**src/rtl/div_arbiter_pkg.sv**
```systemverilog
// Shared types and defaults for the two-requester divider arbiter.
package div_arbiter_pkg;

   localparam int DIV_WIDTH      = 32;
   localparam int DIV_WAIT_LIMIT = 64;

   typedef enum logic [2:0] {
      IDLE   = 3'd0,
      LOAD_A = 3'd1,
      START  = 3'd2,
      WAIT   = 3'd3,
      RESP   = 3'd4
   } state_t;

   typedef enum logic {
      REQ_CPU = 1'b0,
      REQ_IO  = 1'b1
   } owner_t;

endpackage

```
**src/rtl/div_arbiter_if.sv**
```systemverilog
// Requester (CPU r0, IO r1) and divider-side signals of div_arbiter.
// master = arbiter side, slave = requesters plus divider.
interface div_arbiter_if
   import div_arbiter_pkg::*;
#(
   parameter int WIDTH = DIV_WIDTH
);
   logic             r0_req;
   logic [WIDTH-1:0] r0_a;
   logic [WIDTH-1:0] r0_b;
   logic             r0_signed;
   logic             r0_rem;
   logic             r0_flush;
   logic             r0_done;
   logic [WIDTH-1:0] r0_result;
   logic             r0_err;

   logic             r1_req;
   logic [WIDTH-1:0] r1_a;
   logic [WIDTH-1:0] r1_b;
   logic             r1_signed;
   logic             r1_rem;
   logic             r1_done;
   logic [WIDTH-1:0] r1_result;
   logic             r1_err;

   logic             div_write_a;
   logic             div_start;
   logic [WIDTH-1:0] div_a;
   logic [WIDTH-1:0] div_b;
   logic             div_signed;
   logic             div_flush;
   logic             div_ready;
   logic [WIDTH-1:0] div_quotient;
   logic [WIDTH-1:0] div_remainder;
   logic             busy;

   modport master (
      input  r0_req, r0_a, r0_b, r0_signed, r0_rem, r0_flush,
      input  r1_req, r1_a, r1_b, r1_signed, r1_rem,
      input  div_ready, div_quotient, div_remainder,
      output r0_done, r0_result, r0_err, r1_done, r1_result, r1_err,
      output div_write_a, div_start, div_a, div_b, div_signed, div_flush, busy
   );

   modport slave (
      output r0_req, r0_a, r0_b, r0_signed, r0_rem, r0_flush,
      output r1_req, r1_a, r1_b, r1_signed, r1_rem,
      output div_ready, div_quotient, div_remainder,
      input  r0_done, r0_result, r0_err, r1_done, r1_result, r1_err,
      input  div_write_a, div_start, div_a, div_b, div_signed, div_flush, busy
   );

endinterface

```
**src/rtl/div_arbiter_rr.sv**
```systemverilog
// Two-way round-robin grant; after reset the last grant reads as IO so the CPU wins the first tie.
module div_arbiter_rr
   import div_arbiter_pkg::*;
(
   input  logic   clk,
   input  logic   rst_n,
   input  logic   en,
   input  logic   req0,
   input  logic   req1,
   output logic   gnt_valid,
   output owner_t gnt_id
);
   owner_t last_r;

   // Grant decision: on a tie the requester not granted last time wins
   always_comb begin
      gnt_valid = en & (req0 | req1);
      gnt_id    = REQ_CPU;
      if (req0 && req1) begin
         gnt_id = (last_r == REQ_CPU) ? REQ_IO : REQ_CPU;
      end else if (req1) begin
         gnt_id = REQ_IO;
      end else begin
         gnt_id = REQ_CPU;
      end
   end

   // Remember the most recent grant
   always_ff @(posedge clk or negedge rst_n) begin
      if (!rst_n) begin
         last_r <= REQ_IO;
      end else if (gnt_valid) begin
         last_r <= gnt_id;
      end
   end

endmodule

```
**src/rtl/div_arbiter.sv**
```systemverilog
// Shares one divider between CPU (r0) and IO (r1): write_a, start, wait for ready, respond.
// Optional build macro DIVARB_ZERO_BYPASS_EN answers zero-divisor requests without the divider.
module div_arbiter
   import div_arbiter_pkg::*;
#(
   parameter int WIDTH      = DIV_WIDTH,
   parameter int WAIT_LIMIT = DIV_WAIT_LIMIT
) (
   input logic           clk,
   input logic           rst_n,
   div_arbiter_if.master bus
);
   localparam int CW = $clog2(WAIT_LIMIT + 1);

   state_t           state_r, state_nxt_s;
   owner_t           owner_r, owner_nxt_s, gnt_id_s;
   logic             gnt_valid_s;
   logic [WIDTH-1:0] a_r, b_r, a_nxt_s, b_nxt_s, res_nxt_s;
   logic             signed_r, rem_r, signed_nxt_s, rem_nxt_s;
   logic [CW-1:0]    cnt_r, cnt_nxt_s;
   logic             flush_hit_s, finish_s, err_nxt_s, flush_nxt_s, op_active_s;

   div_arbiter_rr u_rr (
      .clk       (clk),
      .rst_n     (rst_n),
      .en        (state_r == IDLE),
      .req0      (bus.r0_req & ~bus.r0_flush),
      .req1      (bus.r1_req),
      .gnt_valid (gnt_valid_s),
      .gnt_id    (gnt_id_s)
   );

   assign flush_hit_s = (owner_r == REQ_CPU) && bus.r0_flush;
   assign op_active_s = (state_nxt_s == LOAD_A) || (state_nxt_s == START) || (state_nxt_s == WAIT);

   // Snapshot the winning requester's operands at grant time
   always_comb begin
      a_nxt_s      = a_r;
      b_nxt_s      = b_r;
      signed_nxt_s = signed_r;
      rem_nxt_s    = rem_r;
      owner_nxt_s  = owner_r;
      if (gnt_valid_s) begin
         owner_nxt_s = gnt_id_s;
         if (gnt_id_s == REQ_IO) begin
            a_nxt_s      = bus.r1_a;
            b_nxt_s      = bus.r1_b;
            signed_nxt_s = bus.r1_signed;
            rem_nxt_s    = bus.r1_rem;
         end else begin
            a_nxt_s      = bus.r0_a;
            b_nxt_s      = bus.r0_b;
            signed_nxt_s = bus.r0_signed;
            rem_nxt_s    = bus.r0_rem;
         end
      end else begin
         owner_nxt_s = owner_r;
      end
   end

   // Divider sequencing; flush beats ready, ready beats timeout
   always_comb begin
      state_nxt_s = state_r;
      cnt_nxt_s   = cnt_r;
      finish_s    = 1'b0;
      err_nxt_s   = 1'b0;
      flush_nxt_s = 1'b0;
      res_nxt_s   = '0;
      case (state_r)
         IDLE: begin
            if (gnt_valid_s) begin
`ifdef DIVARB_ZERO_BYPASS_EN
               if (b_nxt_s == '0) begin
                  state_nxt_s = RESP;
                  finish_s    = 1'b1;
                  res_nxt_s   = rem_nxt_s ? a_nxt_s : '1;
               end else begin
                  state_nxt_s = LOAD_A;
               end
`else
               state_nxt_s = LOAD_A;
`endif
            end else begin
               state_nxt_s = IDLE;
            end
         end
         LOAD_A: begin
            if (flush_hit_s) begin
               state_nxt_s = IDLE;
               flush_nxt_s = 1'b1;
            end else begin
               state_nxt_s = START;
            end
         end
         START: begin
            if (flush_hit_s) begin
               state_nxt_s = IDLE;
               flush_nxt_s = 1'b1;
            end else begin
               state_nxt_s = WAIT;
               cnt_nxt_s   = '0;
            end
         end
         WAIT: begin
            if (flush_hit_s) begin
               state_nxt_s = IDLE;
               flush_nxt_s = 1'b1;
            end else if (bus.div_ready) begin
               state_nxt_s = RESP;
               finish_s    = 1'b1;
               res_nxt_s   = rem_r ? bus.div_remainder : bus.div_quotient;
            end else if (cnt_r == CW'(WAIT_LIMIT - 1)) begin
               state_nxt_s = RESP;
               finish_s    = 1'b1;
               err_nxt_s   = 1'b1;
               flush_nxt_s = 1'b1;
            end else begin
               cnt_nxt_s = cnt_r + CW'(1);
            end
         end
         RESP:    state_nxt_s = IDLE;
         default: state_nxt_s = IDLE;
      endcase
   end

   // State, captured request and WAIT counter
   always_ff @(posedge clk or negedge rst_n) begin
      if (!rst_n) begin
         state_r  <= IDLE;
         owner_r  <= REQ_CPU;
         a_r      <= '0;
         b_r      <= '0;
         signed_r <= 1'b0;
         rem_r    <= 1'b0;
         cnt_r    <= '0;
      end else begin
         state_r  <= state_nxt_s;
         owner_r  <= owner_nxt_s;
         a_r      <= a_nxt_s;
         b_r      <= b_nxt_s;
         signed_r <= signed_nxt_s;
         rem_r    <= rem_nxt_s;
         cnt_r    <= cnt_nxt_s;
      end
   end

   // Outputs registered from the next state so each matches the state it belongs to
   always_ff @(posedge clk or negedge rst_n) begin
      if (!rst_n) begin
         bus.div_write_a <= 1'b0;
         bus.div_start   <= 1'b0;
         bus.div_a       <= '0;
         bus.div_b       <= '0;
         bus.div_signed  <= 1'b0;
         bus.div_flush   <= 1'b0;
         bus.busy        <= 1'b0;
         bus.r0_done     <= 1'b0;
         bus.r0_result   <= '0;
         bus.r0_err      <= 1'b0;
         bus.r1_done     <= 1'b0;
         bus.r1_result   <= '0;
         bus.r1_err      <= 1'b0;
      end else begin
         bus.div_write_a <= (state_nxt_s == LOAD_A);
         bus.div_start   <= (state_nxt_s == START);
         bus.div_a       <= op_active_s ? a_nxt_s : '0;
         bus.div_b       <= op_active_s ? b_nxt_s : '0;
         bus.div_signed  <= op_active_s & signed_nxt_s;
         bus.div_flush   <= flush_nxt_s;
         bus.busy        <= (state_nxt_s != IDLE);
         bus.r0_done     <= finish_s && (owner_nxt_s == REQ_CPU);
         bus.r1_done     <= finish_s && (owner_nxt_s == REQ_IO);
         if (finish_s && (owner_nxt_s == REQ_CPU)) begin
            bus.r0_result <= res_nxt_s;
            bus.r0_err    <= err_nxt_s;
         end
         if (finish_s && (owner_nxt_s == REQ_IO)) begin
            bus.r1_result <= res_nxt_s;
            bus.r1_err    <= err_nxt_s;
         end
      end
   end

endmodule

```
**src/flat_wrapper.sv**
```systemverilog
// flat-port wrapper written by rule: the top's interface ports become plain ports
module div_arbiter_flat import div_arbiter_pkg::*;
#(
   parameter int WIDTH      = DIV_WIDTH,
   parameter int WAIT_LIMIT = DIV_WAIT_LIMIT
)
  (clk, rst_n, bus_r0_req, bus_r0_a, bus_r0_b, bus_r0_signed, bus_r0_rem, bus_r0_flush, bus_r1_req, bus_r1_a, bus_r1_b, bus_r1_signed, bus_r1_rem, bus_div_ready, bus_div_quotient, bus_div_remainder, bus_r0_done, bus_r0_result, bus_r0_err, bus_r1_done, bus_r1_result, bus_r1_err, bus_div_write_a, bus_div_start, bus_div_a, bus_div_b, bus_div_signed, bus_div_flush, bus_busy);
  div_arbiter_if #(.WIDTH(WIDTH)) bus_i ();
  input logic clk;
  input logic rst_n;
  input wire logic [$bits(bus_i.r0_req)-1:0] bus_r0_req;
  input wire logic [$bits(bus_i.r0_a)-1:0] bus_r0_a;
  input wire logic [$bits(bus_i.r0_b)-1:0] bus_r0_b;
  input wire logic [$bits(bus_i.r0_signed)-1:0] bus_r0_signed;
  input wire logic [$bits(bus_i.r0_rem)-1:0] bus_r0_rem;
  input wire logic [$bits(bus_i.r0_flush)-1:0] bus_r0_flush;
  input wire logic [$bits(bus_i.r1_req)-1:0] bus_r1_req;
  input wire logic [$bits(bus_i.r1_a)-1:0] bus_r1_a;
  input wire logic [$bits(bus_i.r1_b)-1:0] bus_r1_b;
  input wire logic [$bits(bus_i.r1_signed)-1:0] bus_r1_signed;
  input wire logic [$bits(bus_i.r1_rem)-1:0] bus_r1_rem;
  input wire logic [$bits(bus_i.div_ready)-1:0] bus_div_ready;
  input wire logic [$bits(bus_i.div_quotient)-1:0] bus_div_quotient;
  input wire logic [$bits(bus_i.div_remainder)-1:0] bus_div_remainder;
  output wire logic [$bits(bus_i.r0_done)-1:0] bus_r0_done;
  output wire logic [$bits(bus_i.r0_result)-1:0] bus_r0_result;
  output wire logic [$bits(bus_i.r0_err)-1:0] bus_r0_err;
  output wire logic [$bits(bus_i.r1_done)-1:0] bus_r1_done;
  output wire logic [$bits(bus_i.r1_result)-1:0] bus_r1_result;
  output wire logic [$bits(bus_i.r1_err)-1:0] bus_r1_err;
  output wire logic [$bits(bus_i.div_write_a)-1:0] bus_div_write_a;
  output wire logic [$bits(bus_i.div_start)-1:0] bus_div_start;
  output wire logic [$bits(bus_i.div_a)-1:0] bus_div_a;
  output wire logic [$bits(bus_i.div_b)-1:0] bus_div_b;
  output wire logic [$bits(bus_i.div_signed)-1:0] bus_div_signed;
  output wire logic [$bits(bus_i.div_flush)-1:0] bus_div_flush;
  output wire logic [$bits(bus_i.busy)-1:0] bus_busy;
  assign bus_i.r0_req = bus_r0_req;
  assign bus_i.r0_a = bus_r0_a;
  assign bus_i.r0_b = bus_r0_b;
  assign bus_i.r0_signed = bus_r0_signed;
  assign bus_i.r0_rem = bus_r0_rem;
  assign bus_i.r0_flush = bus_r0_flush;
  assign bus_i.r1_req = bus_r1_req;
  assign bus_i.r1_a = bus_r1_a;
  assign bus_i.r1_b = bus_r1_b;
  assign bus_i.r1_signed = bus_r1_signed;
  assign bus_i.r1_rem = bus_r1_rem;
  assign bus_i.div_ready = bus_div_ready;
  assign bus_i.div_quotient = bus_div_quotient;
  assign bus_i.div_remainder = bus_div_remainder;
  assign bus_r0_done = bus_i.r0_done;
  assign bus_r0_result = bus_i.r0_result;
  assign bus_r0_err = bus_i.r0_err;
  assign bus_r1_done = bus_i.r1_done;
  assign bus_r1_result = bus_i.r1_result;
  assign bus_r1_err = bus_i.r1_err;
  assign bus_div_write_a = bus_i.div_write_a;
  assign bus_div_start = bus_i.div_start;
  assign bus_div_a = bus_i.div_a;
  assign bus_div_b = bus_i.div_b;
  assign bus_div_signed = bus_i.div_signed;
  assign bus_div_flush = bus_i.div_flush;
  assign bus_busy = bus_i.busy;
  div_arbiter #(.WIDTH(WIDTH), .WAIT_LIMIT(WAIT_LIMIT)) u_core (.clk(clk), .rst_n(rst_n), .bus(bus_i));
endmodule
```
**config.mk**
```make
export PLATFORM = sky130hd
export DESIGN_NAME = div_arbiter_flat
export DESIGN_NICKNAME = d
export VERILOG_FILES = /design/src/rtl/div_arbiter_pkg.sv /design/src/rtl/div_arbiter_if.sv /design/src/rtl/div_arbiter_rr.sv /design/src/rtl/div_arbiter.sv /design/src/flat_wrapper.sv
export SDC_FILE = /design/constraint.sdc
export NUM_CORES = 1
export LEC_CHECK = 0
export ABC_CLOCK_PERIOD_IN_PS = 2730
export BUFFER_PORTS_ARGS = -buffer_cell sky130_fd_sc_hd__buf_2
export CAP_MARGIN = 20
export CELL_PAD_IN_SITES_DETAIL_PLACEMENT = 1
export CELL_PAD_IN_SITES_GLOBAL_PLACEMENT = 1
export CORE_MARGIN = 10
export CORE_UTILIZATION = 38
export DETAILED_ROUTE_END_ITERATION = 8
export GPL_TIMING_DRIVEN = 0
export PLACE_DENSITY = 0.76
export SYNTH_ARGS = -nofsm -noshare
export SYNTH_HDL_FRONTEND = slang
export SYNTH_SLANG_ARGS = --single-unit
```
**constraint.sdc**
```tcl
create_clock -name clk -period 2.73 [get_ports clk]
set_input_delay 0.1365 -clock clk [delete_from_list [all_inputs] [get_ports clk]]
set_output_delay 0.1365 -clock clk [all_outputs]
set_load 0.02 [all_outputs]
```
==> results.yml, run 1 <==
drt:
  via_per_inst: 4.92
  wire_per_inst_microns: 21.8
  drt_wl_total_microns: 32200
  drc: 0
  antenna_left: 0
  dr.first_iter.drc_count: 302
  drt_pass1_iterations: 4
  vias: 7261
critical_path:
  max_stage_delay_ps: 600
  slowest_stage: "dlygate4sd3_1"
  end_kind: "register"
  cp_data_required_time_ps: 3130
  r2r_slack_ps: 140
  crit_type: "register to register"
  reg2regPathDepth: 8
  reg2reg_to: "u_core.bus.div_a[27]$_DFF_PN0_"
  cp_cell_sequence: "a21bo_2 -> buf_2 -> buf_4 -> buf_4 -> mux2i_1 -> dlygate4sd3_1 -> o21ai_1 -> o21a_1"
  path_buf_inv: 4
  r2r_start: "u_core.u_rr.last_r$_DFFE_PN1N_"
  critPathMaxFanout: 10
  crit_family: "buffers and inverters"
  arrival_ps: 2980
  path_common_cell: "buf_4"
  start_kind: "register"
finish:
  synthToLayoutAreaGrowth_pct: 38.7
  nets: 1343
  nFillCells: 2597
  multi_input_area_sq_um: 3460
  drive_gt1_share_pct: 41.0
  final_cell_area_sq_um: 12700
  seq_area_sq_um: 5380
  num_antenna_cells: 0
placed_design:
  gp_congestion: 0.839
  portBuffers: 338
  placed_cell_area_sq_um: 11300
  dp_hpwl_microns: 23400
hold_path:
  min_to: "u_core.a_r[31]$_DFF_PN0_"
  hp-start: "bus_r0_a[31]"
  hold_class: "input pin to register"
  hold_depth: 3
synth:
  synth-seq-cells: 215
  synthCells: 716
  syn_area_sq_um: 9140
  syn_nets: 919
  async_flop_share_pct: 100
  ys_types: 43
  synth_edf_count: 0
  yosysWarnings: 0
  yosysSeqAreaShare_pct: 58.9
  syn_avg_cell_area_sq_um: 12.8
  synth_top_flop_cell: "dfrtp_1"
clocking:
  insertion_delay_ps: 510
  clkSinkCount: 215
  cts_setup_buffers: 0
  post_cts_resized: 0
  cts_buffers: 24
  clk_pin_slew_ps: 60
  cts_tree: "yes"
  hold_buffers: 59
  htreeDepth: 1
  clockRootBuffer: "clkbuf_16"
  clk_path_buf_depth: 3
timing:
  skew_ps: 12.0
  maxSlewHeadroom_pct: 42.7
  fmax_ghz: 0.387
  rsz0062_at_grt: "false"
  setup_viol: 0
  hold_viol: 0
  period_share_pct: 94.7
  worst_pin_slew_ps: 859
  slew_violations: 0
  post-route-min-period_ps: 2590
pwr:
  irDropWorstVdd_mv: 0.459
  p_leak_nw: 6.70
  combPwrFrac_pct: 41.8
  power.switching_mw: 5.50
  pwr-share-seq_pct: 34.8
  fin_total_pwr_mw: 14.3
  p_int_mw: 8.78
  clkPwrFrac_pct: 23.4
  swShare_pct: 38.5
  powerDensity_nw_per_um2: 1130
global_route:
  grt_remaining_overflow: 0
  antenna_found_initial: 0
  grt_pass1_wl_microns: 50200
  grt_max_degree: 111
  track_usage_pct: 20.6
  grt_pass1_vias: 8509
die:
  die_w_microns: 175
  rows: 56
  initial_core_util_pct: 38.8
  die_area_sq_um: 30600
  io_pins: 339
  die_y_microns: 175
  core_area_sq_um: 23500
run:
  cap_violations: 0
outcome:
  status: "finished, final reports clean"
[worst max-delay path by stage]
stage	startpoint	endpoint	cells past startpoint
finish	u_core.u_rr.last_r$_DFFE_PN1N_	u_core.bus.div_a[27]$_DFF_PN0_	8
global route	u_core.u_rr.last_r$_DFFE_PN1N_	u_core.bus.div_a[27]$_DFF_PN0_	8
CTS	u_core.u_rr.last_r$_DFFE_PN1N_	u_core.bus.div_a[27]$_DFF_PN0_	8
detailed placement	u_core.state_r[0]$_DFF_PN0_	u_core.bus.div_a[26]$_DFF_PN0_	7
global placement	rst_n	u_core.bus.div_a[0]$_DFF_PN0_	1
floorplan	u_core.state_r[0]$_DFF_PN0_	u_core.bus.r0_result[10]$_DFFE_PN0P_	9
[power groups by stage]
stage          Combinational [mW]  Sequential (mW)  Clock [mW]
2_1_floorplan                2.79             5.87           0
3_3_place_gp                 5.76             4.94           0
3_5_place_dp                 5.90             5.00           0
4_1_cts                      6.03             4.97        3.41
5_1_grt                      6.56             5.11        3.55
6_report                     5.98             4.97        3.33
[Yosys cell counts (3+ instances only)]
cell type    n  area [sq um]
dfrtp_1    214          5360
mux2i_1     98           981
nand2_1     69           259
o21a_1      62           465
o21ai_0     40           200
mux2_2      37           417
nor2b_1     35           219
clkbuf_1    30           113
mux2_4      30           450
o21ai_1     28           140
buf_2        9          45.0
buf_4        8          60.1
inv_1        7          26.3
nor2_1       5          18.8
buf_6        4          45.0
nand3_1      4          20.0
nand2b_1     3          18.8
o31ai_1      3          22.5
xnor2_1      3          26.3
[routing by layer]
layer	vias up	wire [microns]	share of wire, %	track usage, %
met4	0	551	1.7	4.38
li1	3313	-	-	-
met5	-	0	0	0
met1	3625	12900	40	23.6
met3	35	2850	8.8	7.20
met2	288	15900	49	36.2
[placed cells by master (no fill, tap or decap), drive strengths merged, types with 2 or more instances in the layout]
cell type,instances
a21oi,2
and3b,2
buf,361
bufinv,3
clkbuf,67
clkinv,3
dfrtp,214
dlygate4sd3,59
inv,8
mux2,67
mux2i,98
nand2,69
nand2b,3
nand3,5
nor2,6
nor2b,36
nor3,3
nor3b,2
o211ai,2
o21a,62
o21ai,69
o31ai,3
xnor2,3
[metrics by stage]
| step | worst slack [ps] | std cells | hold WS [ps] | setup TNS, ps | utilization [%] |
|---|---|---|---|---|---|
| 2_1_floorplan | 748 | 716 | -159 | 0 | - |
| 3_3_place_gp | -2210 | 1373 | 457 | -467340 | 47.7 |
| 3_5_place_dp | 236 | 1374 | 238 | 0 | 47.9 |
| 4_1_cts | 162 | 1476 | 0.177 | 0 | 53.8 |
| 5_1_grt | 17.1 | 1476 | 19.5 | 0 | 53.8 |
| 6_report | 144 | 1476 | 13.6 | 0 | 53.8 |
[registers in the layout, summed over array words and instances (netlist names), 3 cells and up]
| signal | cells |
|---|---|
| u_core.a_r | 32 |
| u_core.b_r | 32 |
| u_core.bus.div_a | 32 |
| u_core.bus.div_b | 32 |
| u_core.bus.r0_result | 32 |
| u_core.bus.r1_result | 32 |
| u_core.cnt_r | 7 |
| u_core.state_r | 3 |
[tightest hold or removal path, delay by kind of cell]
family                 cells  cell delay, ps
AO/OA/AOI/OAI              1             180
multiplexers               1              70
buffers and inverters      1              80
[cell families (layout without fill, tap and decap cells)]
| group | Yosys count | after routing | share of synthesized area [%] |
|---|---|---|---|
| muxes | 165 | 165 | 20.2 |
| adders and majority gates | 1 | 1 | 0.137 |
| buffers and inverters | 60 | 501 | 3.25 |
| and+or+nand+nor | 129 | 129 | 7.11 |
| AOI/OAI and AO/OA | 143 | 143 | 10.1 |
| DFF | 215 | 215 | 58.9 |
| xor gates and xnor gates | 3 | 3 | 0.288 |
[layout make-up]
cell class	count	area share (%)
buffer	52	2.10
clock inverter	6	0.829
clock buffer	37	5.61
inverter	8	0.237
sequential	215	42.5
multi-input combinational	441	27.3
tap	319	3.15
timing repair buffer	398	18.3
Note: power is estimated with default switching activity, not from simulation.
==> run 2, diff against run 1 <==
--- a/config.mk
+++ b/config.mk
@@ -14,7 +14,8 @@
 export CORE_UTILIZATION = 38
 export DETAILED_ROUTE_END_ITERATION = 8
 export GPL_TIMING_DRIVEN = 0
-export PLACE_DENSITY = 0.76
+export PLACE_DENSITY = 0.77
 export SYNTH_ARGS = -nofsm -noshare
 export SYNTH_HDL_FRONTEND = slang
+export SYNTH_HIERARCHICAL = 1
 export SYNTH_SLANG_ARGS = --single-unit
==> results.yml, run 2 <==
outcome:
  status: "finished, final reports clean"
synth:
  synth_fa_ha_area_share_pct: 0.138
  yosysSeqAreaShare_pct: 59.2
  synth_top_area_share_pct: 58.9
  synth_edf_count: 0
  syn_nets: 935
  yosys.area_share.simple_pct: 11.2
  synth_top_flop_cell: "dfrtp_1"
  ys_types: 43
  synth_xor_area_share_pct: 0.0964
  yosysWarnings: 6
  async_flop_share_pct: 100
  synth_compound_area_share_pct: 5.09
  synth_top_family_by_area: "multiplexers"
  synth-seq-cells: 215
  yosysMostFrequentCell: "dfrtp_1"
  synth.top_cells.by_count: "214 x dfrtp_1, 103 x mux2i_1, 103 x nor2_1"
  yosysTopAreaCell: "dfrtp_1"
  synth.mux.area_fraction_pct: 20.8
  syn_avg_cell_area_sq_um: 12.4
  syn_area_sq_um: 9090
  synthCells: 732
  ys_top_cells_by_area: "dfrtp_1 59%, mux2i_1 11%, mux2_4 4.8%"
timing:
  setup_viol: 0
  worst_pin_slew_ps: 814
  maxSlewHeadroom_pct: 45.7
  skew_ps: 6.92
  post-route-min-period_ps: 2590
  slew_violations: 0
  fin_ws_ps: 139
  hold_viol: 0
  fmax_ghz: 0.386
  period_share_pct: 94.9
  finalSetupTns_ps: 0
placed_design:
  portBuffers: 338
  dp_hpwl_microns: 22800
  placed_cell_area_sq_um: 11200
  dp_slack_ps: -698
  gp_congestion: 0.858
pwr:
  powerDensity_nw_per_um2: 1050
  swShare_pct: 37.9
  combPwrFrac_pct: 40.8
  p_int_mw: 8.41
  fin_total_pwr_mw: 13.5
  clkPwrFrac_pct: 23.5
  p_leak_nw: 6.83
  pwr-share-seq_pct: 35.7
  irDropWorstVdd_mv: 0.564
  power.switching_mw: 5.13
die:
  rows: 56
  die_area_sq_um: 30500
  die_w_microns: 175
  initial_core_util_pct: 38.7
  io_pins: 339
  die_y_microns: 175
  core_area_sq_um: 23500
global_route:
  grt_pass1_wl_microns: 51900
  track_usage_pct: 21.4
  antenna_found_initial: 0
  grt_pass1_vias: 8742
  grt_remaining_overflow: 0
  grt_max_degree: 114
hold_path:
  hold_class: "input pin to register"
drt:
  via_per_inst: 4.87
  drt_wl_total_microns: 33600
  antenna_left: 0
  wire_per_inst_microns: 22.1
  drt_pass1_iterations: 4
  drc: 0
  vias: 7419
  dr.first_iter.drc_count: 375
critical_path:
  path_common_cell: "buf_6"
  start_kind: "register"
  cp_cell_sequence: "buf_4 -> nor3_4 -> o21a_1 -> buf_6 -> mux2_2 -> or3b_1 -> buf_6 -> buf_12 -> mux2_4"
  critPathMaxFanout: 10
  cp_data_required_time_ps: 3120
  arrival_ps: 2980
  end_kind: "register"
  crit_type: "register to register"
  slowest_stage: "dfrtp_1"
  max_stage_delay_ps: 420
clocking:
  clkSinkCount: 215
  clockRootBuffer: "clkbuf_16"
  clk_pin_slew_ps: 60
  cts_buffers: 24
  cts_tree: "yes"
  htreeDepth: 1
  insertion_delay_ps: 510
  clk_path_buf_depth: 3
finish:
  num_antenna_cells: 0
  nFillCells: 2543
  final_cell_mix: "345 x buf_2, 214 x dfrtp_1, 103 x nor2_1, 103 x mux2i_1, 89 x dlygate4sd3_1"
  synthToLayoutAreaGrowth_pct: 42.6
  drive_gt1_share_pct: 39.6
  nets: 1390
  finish.utilization_pct: 55.2
  layout_commonest_cell: "buf_2"
  final_cell_area_sq_um: 13000
run:
  cap_violations: 0
## run 2: cell count changes after synthesis, sizes merged, moves of 5 or more
| cell | change |
|---|---|
| a21oi | +70 |
| mux2i | +5 |
| clkbuf | -7 |
| nand2 | -60 |
| o21ai | -65 |
| nor2b | +32 |
| o21a | -61 |
| nor2 | +97 |
## run 2: power by group through the flow
stage	Clock [mW]	Sequential (mW)	Combinational [mW]
5_1_grt	3.39	4.96	6.01
4_1_cts	3.25	4.80	5.42
2_1_floorplan	0	5.56	2.50
3_3_place_gp	0	4.78	5.03
6_report	3.18	4.83	5.53
3_5_place_dp	0	4.83	5.19
## run 2: per-stage QoR
stage | hold slack (ps) | std cells
floorplan | -159 | 732
detailed placement | 232 | 1390
global route | 21.7 | 1523
global placement | 413 | 1389
finish | 13.1 | 1523
CTS | 2.46 | 1523
## run 2: repair_timing
action	4_1_cts	5_1_grt
pin swaps	1	1
setup buffers	1	0
endpoints found under the hold margin	148	0
hold buffers	89	0
endpoints found under the setup margin	192	87
resized for setup	12	22
gates cloned	0	0
## run 2: final timing paths
| path | startpoint | endpoint | slack [ps] | depth (start not counted) |
|---|---|---|---|---|
| setup / recovery | u_core/state_r[0]$_DFF_PN0_ | u_core/bus.r0_result[29]$_DFFE_PN0P_ | 140 | 9 |
| setup reg to reg | u_core/state_r[0]$_DFF_PN0_ | u_core/bus.r0_result[29]$_DFFE_PN0P_ | 140 | 9 |
| hold / removal | bus_r0_rem | u_core/rem_r$_DFFE_PN0P_ | 10 | 3 |
| max in group asynchronous | rst_n | u_core/bus.div_a[17]$_DFF_PN0_ | 1440 | 3 |
| hold reg to reg | u_core/bus.r1_result[22]$_DFFE_PN0P_ | u_core/bus.r1_result[22]$_DFFE_PN0P_ | 490 | 1 |
| min in group asynchronous | rst_n | u_core/bus.r0_result[22]$_DFFE_PN0P_ | 260 | 2 |
## run 2: cell type report
cell class	count	area [sq um]	share of cell area (%)
buffer	47	322	2.48
clock buffer	38	724	5.59
clock inverter	5	53.8	0.415
inverter	7	26.3	0.203
multi-input combinational	463	3430	26.4
sequential	215	5380	41.5
tap	319	399	3.08
timing repair buffer	429	2630	20.3
## run 2: logic make-up (layout without fill, tap and decap cells)
| kind of cell | Yosys count | count (layout) |
|---|---|---|
| DFF | 215 | 215 |
| buffers and inverters | 54 | 526 |
| AOI/OAI and AO/OA | 86 | 86 |
| adders and majority gates | 1 | 1 |
| xor gates and xnor gates | 1 | 1 |
| muxes | 170 | 170 |
| and+or+nand+nor | 205 | 205 |
## run 2: worst max-delay path: cells and delay by family, from the launching register on
family | cells | cell delay [ps]
compound gates | 1 | 170
flops | 1 | 420
simple gates | 2 | 510
buf+inv | 4 | 680
mux | 2 | 700
## run 2: metal layers
metal  global-route usage, %  up-vias  part of all wire (%)
met5                       0        -                     0
met4                    5.55        0                   2.2
met3                    7.87       41                   9.0
met2                    36.0      321                    48
met1                    25.2     3679                    41
li1                        -     3378                     -
